<file path="src/rtl/mc_datapath_core.sv">
// Multi-cycle datapath core: PC, IMEM, 32-entry register bank and ALU
// sequenced FETCH/DECODE/EXEC/WB by a control FSM with a program-load port.
module mc_datapath_core #(
    parameter int          XLEN       = 32,
    parameter int          IMEM_DEPTH = 64,
    parameter logic [31:0] PC_RESET   = 32'h0,
    localparam int         AW         = $clog2(IMEM_DEPTH)
) (
    input  logic            clk,
    input  logic            rst,
    input  logic            imem_we,
    input  logic [AW-1:0]   imem_waddr,
    input  logic [31:0]     imem_wdata,
    input  logic            run,
    output logic [XLEN-1:0] out_G,
    output logic            out_valid,
    output logic            busy,
    output logic            halted,
    output logic [31:0]     pc_out
);

    typedef enum logic [2:0] {
        S_IDLE,
        S_FETCH,
        S_DECODE,
        S_EXEC,
        S_WB,
        S_HALT
    } state_t;

    localparam logic [5:0] OP_R    = 6'h00;
    localparam logic [5:0] OP_BEQ  = 6'h04;
    localparam logic [5:0] OP_ADDI = 6'h08;
    localparam logic [5:0] OP_HALT = 6'h3F;

    localparam logic [5:0] F_ADD = 6'h20;
    localparam logic [5:0] F_SUB = 6'h22;
    localparam logic [5:0] F_AND = 6'h24;
    localparam logic [5:0] F_OR  = 6'h25;
    localparam logic [5:0] F_SLT = 6'h2A;

    localparam logic [31:0] PC_MASK = 32'(IMEM_DEPTH * 4 - 1);

    state_t state;
    state_t state_nxt;

    logic [31:0]     imem [IMEM_DEPTH];
    logic [XLEN-1:0] regs [32];

    logic [31:0]     pc;
    logic [31:0]     ir;
    logic [XLEN-1:0] a;
    logic [XLEN-1:0] b;
    logic [XLEN-1:0] y;
    logic [4:0]      dest;
    logic            wb_en;

    logic [5:0]      op;
    logic [5:0]      funct;
    logic [4:0]      rs;
    logic [4:0]      rt;
    logic [4:0]      rd;
    logic [XLEN-1:0] imm;
    logic [31:0]     off32;
    logic [31:0]     pc_inc;
    logic [31:0]     pc_br;
    logic            is_r;
    logic            is_addi;
    logic            is_beq;

    logic [XLEN-1:0] y_nxt;
    logic [4:0]      dest_nxt;
    logic            wb_nxt;
    logic            take;

    assign op      = ir[31:26];
    assign rs      = ir[25:21];
    assign rt      = ir[20:16];
    assign rd      = ir[15:11];
    assign funct   = ir[5:0];
    assign imm     = XLEN'($signed(ir[15:0]));
    assign off32   = 32'($signed(ir[15:0]));
    assign pc_inc  = pc + 32'd4;
    assign pc_br   = pc_inc + {off32[29:0], 2'b00};
    assign is_r    = (op == OP_R);
    assign is_addi = (op == OP_ADDI);
    assign is_beq  = (op == OP_BEQ);

    assign busy   = (state == S_FETCH) || (state == S_DECODE) ||
                    (state == S_EXEC)  || (state == S_WB);
    assign halted = (state == S_HALT);
    assign pc_out = pc;

    always_ff @(posedge clk) begin
        if (rst) begin
            state <= S_IDLE;
        end else begin
            state <= state_nxt;
        end
    end

    always_comb begin
        state_nxt = state;
        unique case (state)
            S_IDLE, S_HALT: begin
                if (run) state_nxt = S_FETCH;
            end
            S_FETCH:  state_nxt = S_DECODE;
            S_DECODE: state_nxt = (op == OP_HALT) ? S_HALT : S_EXEC;
            S_EXEC:   state_nxt = S_WB;
            S_WB:     state_nxt = S_FETCH;
            default:  state_nxt = S_IDLE;
        endcase
    end

    // Unknown opcodes and functs leave wb_nxt low and fall through as nops.
    always_comb begin
        y_nxt    = '0;
        dest_nxt = rd;
        wb_nxt   = 1'b0;
        take     = 1'b0;
        unique case (1'b1)
            is_r: begin
                wb_nxt = 1'b1;
                case (funct)
                    F_ADD:   y_nxt = a + b;
                    F_SUB:   y_nxt = a - b;
                    F_AND:   y_nxt = a & b;
                    F_OR:    y_nxt = a | b;
                    F_SLT:   y_nxt[0] = $signed(a) < $signed(b);
                    default: wb_nxt = 1'b0;
                endcase
            end
            is_addi: begin
                y_nxt    = a + imm;
                dest_nxt = rt;
                wb_nxt   = 1'b1;
            end
            is_beq: begin
                take = (a == b);
            end
            default: begin
            end
        endcase
    end

    always_ff @(posedge clk) begin
        if (imem_we && !busy && !rst) begin
            imem[imem_waddr] <= imem_wdata;
        end
    end

    always_ff @(posedge clk) begin
        if (rst) begin
            pc        <= PC_RESET;
            ir        <= '0;
            a         <= '0;
            b         <= '0;
            y         <= '0;
            dest      <= '0;
            wb_en     <= 1'b0;
            out_G     <= '0;
            out_valid <= 1'b0;
            for (int i = 0; i < 32; i++) begin
                regs[i] <= '0;
            end
        end else begin
            out_valid <= 1'b0;
            unique case (state)
                S_IDLE, S_HALT: begin
                    if (run) pc <= PC_RESET;
                end
                S_FETCH: begin
                    ir <= imem[pc[AW+1:2]];
                end
                S_DECODE: begin
                    a <= regs[rs];
                    b <= regs[rt];
                end
                S_EXEC: begin
                    y     <= y_nxt;
                    dest  <= dest_nxt;
                    wb_en <= wb_nxt;
                    pc    <= (take ? pc_br : pc_inc) & PC_MASK;
                end
                S_WB: begin
                    if (wb_en) begin
                        if (dest != 5'd0) regs[dest] <= y;
                        out_G     <= y;
                        out_valid <= 1'b1;
                    end
                end
                default: begin
                end
            endcase
        end
    end

endmodule

</file>
<file path="config.mk">
export PLATFORM = sky130hd
export DESIGN_NAME = mc_datapath_core
export DESIGN_NICKNAME = d
export VERILOG_FILES = /design/src/rtl/mc_datapath_core.sv
export SDC_FILE = /design/constraint.sdc
export NUM_CORES = 2
export LEC_CHECK = 0
export BUFFER_PORTS_ARGS = -buffer_cell sky130_fd_sc_hd__clkbuf_2
export CAP_MARGIN = 20
export CELL_PAD_IN_SITES_DETAIL_PLACEMENT = 1
export CELL_PAD_IN_SITES_GLOBAL_PLACEMENT = 1
export CORE_UTILIZATION = 38
export DETAILED_ROUTE_END_ITERATION = 8
export PLACE_DENSITY = 0.63
export SLEW_MARGIN = 0
export SYNTH_ARGS = -nofsm -noshare
export SYNTH_HDL_FRONTEND = slang
export SYNTH_SLANG_ARGS = --single-unit
</file>
<file path="constraint.sdc">
create_clock -name clk -period 4.8 [get_ports clk]
set_clock_uncertainty 0.1 [all_clocks]
set_input_delay 0.96 -clock clk [delete_from_list [all_inputs] [get_ports clk]]
set_output_delay 0.96 -clock clk [all_outputs]
set_load 0.005 [all_outputs]
</file>
==> results.toml <==
[run_status]
outcome = "complete, no violations"

[critical_path]
cp.required_ps = 5470
path_class = "flip-flop to flip-flop"
cp.arrival_ps = 4690
start_kind = "flip-flop"
cp_max_fo = 48
worstSetupEndpointType = "flip-flop"

[sta]
finalSetupViolations = 0
slew_viol_final = 0
tns_ps = 0
period_share_pct = 83.85
hold_viol = 0
max_freq_mhz = 248.5
min_period_ps = 4025
slew_headroom_pct = 19.14
rsz0062_at_grt = "false"
worstMarginPinSlew_ps = 1208

[cts]
numCtsBuffers = 353
cts_tree = "done"
hold_buffers = 0
clock_latency_ps = 960
path_clk_slew_ps = 60
clock_sinks = 3248
post_cts.repair.setup_buffers = 0
cts_buffer_depth = 4
cts_max_level = 5
cts-root-buf = "clkbuf_16"
cts-resized-gates = 0

[cells_and_area]
fillers = 35654
multi_input_area_um2 = 46940
final_nets = 8325
utilization_pct = 43.89
drive_gt1_share_pct = 29.53
ff_latch_area_um2 = 95840
area_growth_pct = 15.00
layout.cells.non_filler = 13449

[power_and_ir_drop]
switchingPower_mw = 14.89
p_leak_nw = 52.45
ir_drop_mv = 0.4076
share_seq_of_total_power_pct = 50.2
clockPowerShare_pct = 42.3
p_comb_share_pct = 7.5
p_per_area_nw_per_um2 = 381.2
p_int_mw = 48.46
power_mw = 63.35
switching_share_pct = 23.50

[yosys]
synthDistinctLibCells = 82
ys_warn_count = 0
ys_ff_latch = 3248
synth_edf_count = 3072
netlist_area_um2 = 144500
synth_common_cells = "3072 x edfxtp_1, 1312 x mux4_2, 995 x and2_1, 458 x clkbuf_1, 286 x nor2_1"
syn_inst = 7877
synth.area.top_cells = "edfxtp_1 64%, mux4_2 20%, and2_1 4.3%"
yosys.area.top_type = "edfxtp_1"
postSynthAreaPerCell_um2 = 18.35
ys_seq_area_share_pct = 66.28
synth.top_cell.area_share_pct = 63.84
async_flop_share_pct = 0
synth_most_common_cell = "edfxtp_1"
synthFlopType = "edfxtp_1"

[drt]
first_pass_iters = 5
drtAntennaViolNets = 0
routed_wl_mm = 463.0
drt-initial-drc-count = 8268
num_vias = 80102
wl_per_cell_um = 34.43
drc = 0
viasPerCell = 5.956

[floorplan]
initial_utilization_pct = 38.17
rows = 226
die_area_um2 = 382700
core_um2 = 378600
die_y_um = 618.7
die_width_um = 618.7
io_pins = 109

[placement]
routabilityCongestion = 0.8764
dp_hpwl_mm = 286.5
dp_cells = 12772
io_buffers = 82

[global_routing]
antenna_found_initial = 25
grt_pass1_vias = 83950
grt_usage_pct = 24.03
grt_start_max_net_pins = 129
grt_overflow = 0
grt_pass1_wl_mm = 651.5

[run]
maxCapViolCount = 0

[worst_hold_path]
hp-class = "input port to flip-flop"
state kept, by name, indices dropped and copies added (netlist names):
| register | count |
|---|---|
| imem | 2048 |
| regs | 1024 |
| a | 32 |
| b | 32 |
| ir | 32 |
| out_G | 32 |
| y | 32 |
| pc_out | 6 |
| dest | 5 |
| state | 3 |
| out_valid | 1 |
| wb_en | 1 |
cell families (layout without fill, tap and decap cells):
kind of cell | count (synthesis) | in the layout | synth area share, %
simple gates | 1681 | 1681 | 6.361
fa+ha+maj | 144 | 144 | 1.268
xor+xnor | 58 | 58 | 0.3515
buf+inv | 758 | 1242 | 2.151
compound gates | 598 | 598 | 2.610
flops | 3248 | 3248 | 66.28
mux | 1389 | 1389 | 20.98
other cells | 1 | 73 | 0.002595
final cells by class:
cell class / instances / area share [%]
Clock inverter: 188 / 1.092
Inverter: 113 / 0.2560
Clock buffer: 446 / 5.620
Sequential cell: 3248 / 57.67
Tap cell: 5016 / 3.777
Timing Repair Buffer: 495 / 3.314
Antenna cell: 15 / 0.02259
Multi-Input combinational cell: 3928 / 28.25
path summary, 6_finish.rpt:
| kind | startpoint | to | slack, ps | cells past startpoint |
|---|---|---|---|---|
| worst max-delay path | pc_out[2]$_SDFFE_PP0P_ | ir[8]$_SDFFE_PP0P_ | 780 | 7 |
| worst min-delay path | imem_wdata[17] | imem[27][17]$_DFFE_PP_ | 260 | 1 |
| worst max register to register | pc_out[2]$_SDFFE_PP0P_ | ir[8]$_SDFFE_PP0P_ | 780 | 7 |
| worst min register to register | out_G[16]$_SDFFE_PP0P_ | out_G[16]$_SDFFE_PP0P_ | 360 | 2 |
layout by cell type (no fill, tap or decap), drive strengths merged, types with 8 or more instances in the layout:
cell,n
edfxtp,3072
mux4,1312
and2,995
clkbuf,527
buf,414
nor2,286
nand2,229
a21oi,206
dfxtp,176
ha,140
o21ai,137
clkinv,136
inv,124
a211oi,84
mux2i,77
conb,58
nor3,48
xnor2,36
a21o,30
bufinv,28
nand3,22
xor2,22
nand2b,19
nor2b,18
nand4,17
a31oi,16
diode,15
o211ai,14
clkinvlp,13
a221oi,13
o221ai,12
o22ai,12
and3,10
o21bai,10
a2111oi,8
power by group through the flow:
stage	Sequential (mW)	Combinational [mW]	Clock, mW
finish	31.8	4.78	26.8
global route	31.8	4.99	28.1
CTS	31.8	4.71	27.2
detailed placement	32.4	4.69	0
global placement	32.4	4.61	0
floorplan	32.2	2.69	0
routing by layer:
metal	share of wire [%]	track usage [%]	up-vias
met3	5.9	3.160	748
li1	-	-	32108
met1	40	31.14	44103
met4	4.2	9.332	12
met2	50	41.13	3131
met5	0.014	0	-
metrics by stage:
step | setup WS [ps] | hold WS [ps] | cell area, µm²
3_5_place_dp | 742.9 | 349.1 | 154400
4_1_cts | 690.8 | 286.7 | 165600
3_3_place_gp | 724.7 | 346.2 | 154200
2_1_floorplan | 404.2 | 340.0 | 144700
5_1_grt | 578.1 | 247.1 | 166200
6_report | 775.1 | 259.6 | 166200
worst max-delay path, cell delays in order, from the launching register on:
cell,delay (ps)
dfxtp_4,720
buf_12,340
buf_12,390
mux4_2,590
mux4_2,550
mux4_2,620
nand2_1,290
a21oi_1,120
Power figures use the tool's default switching activity.
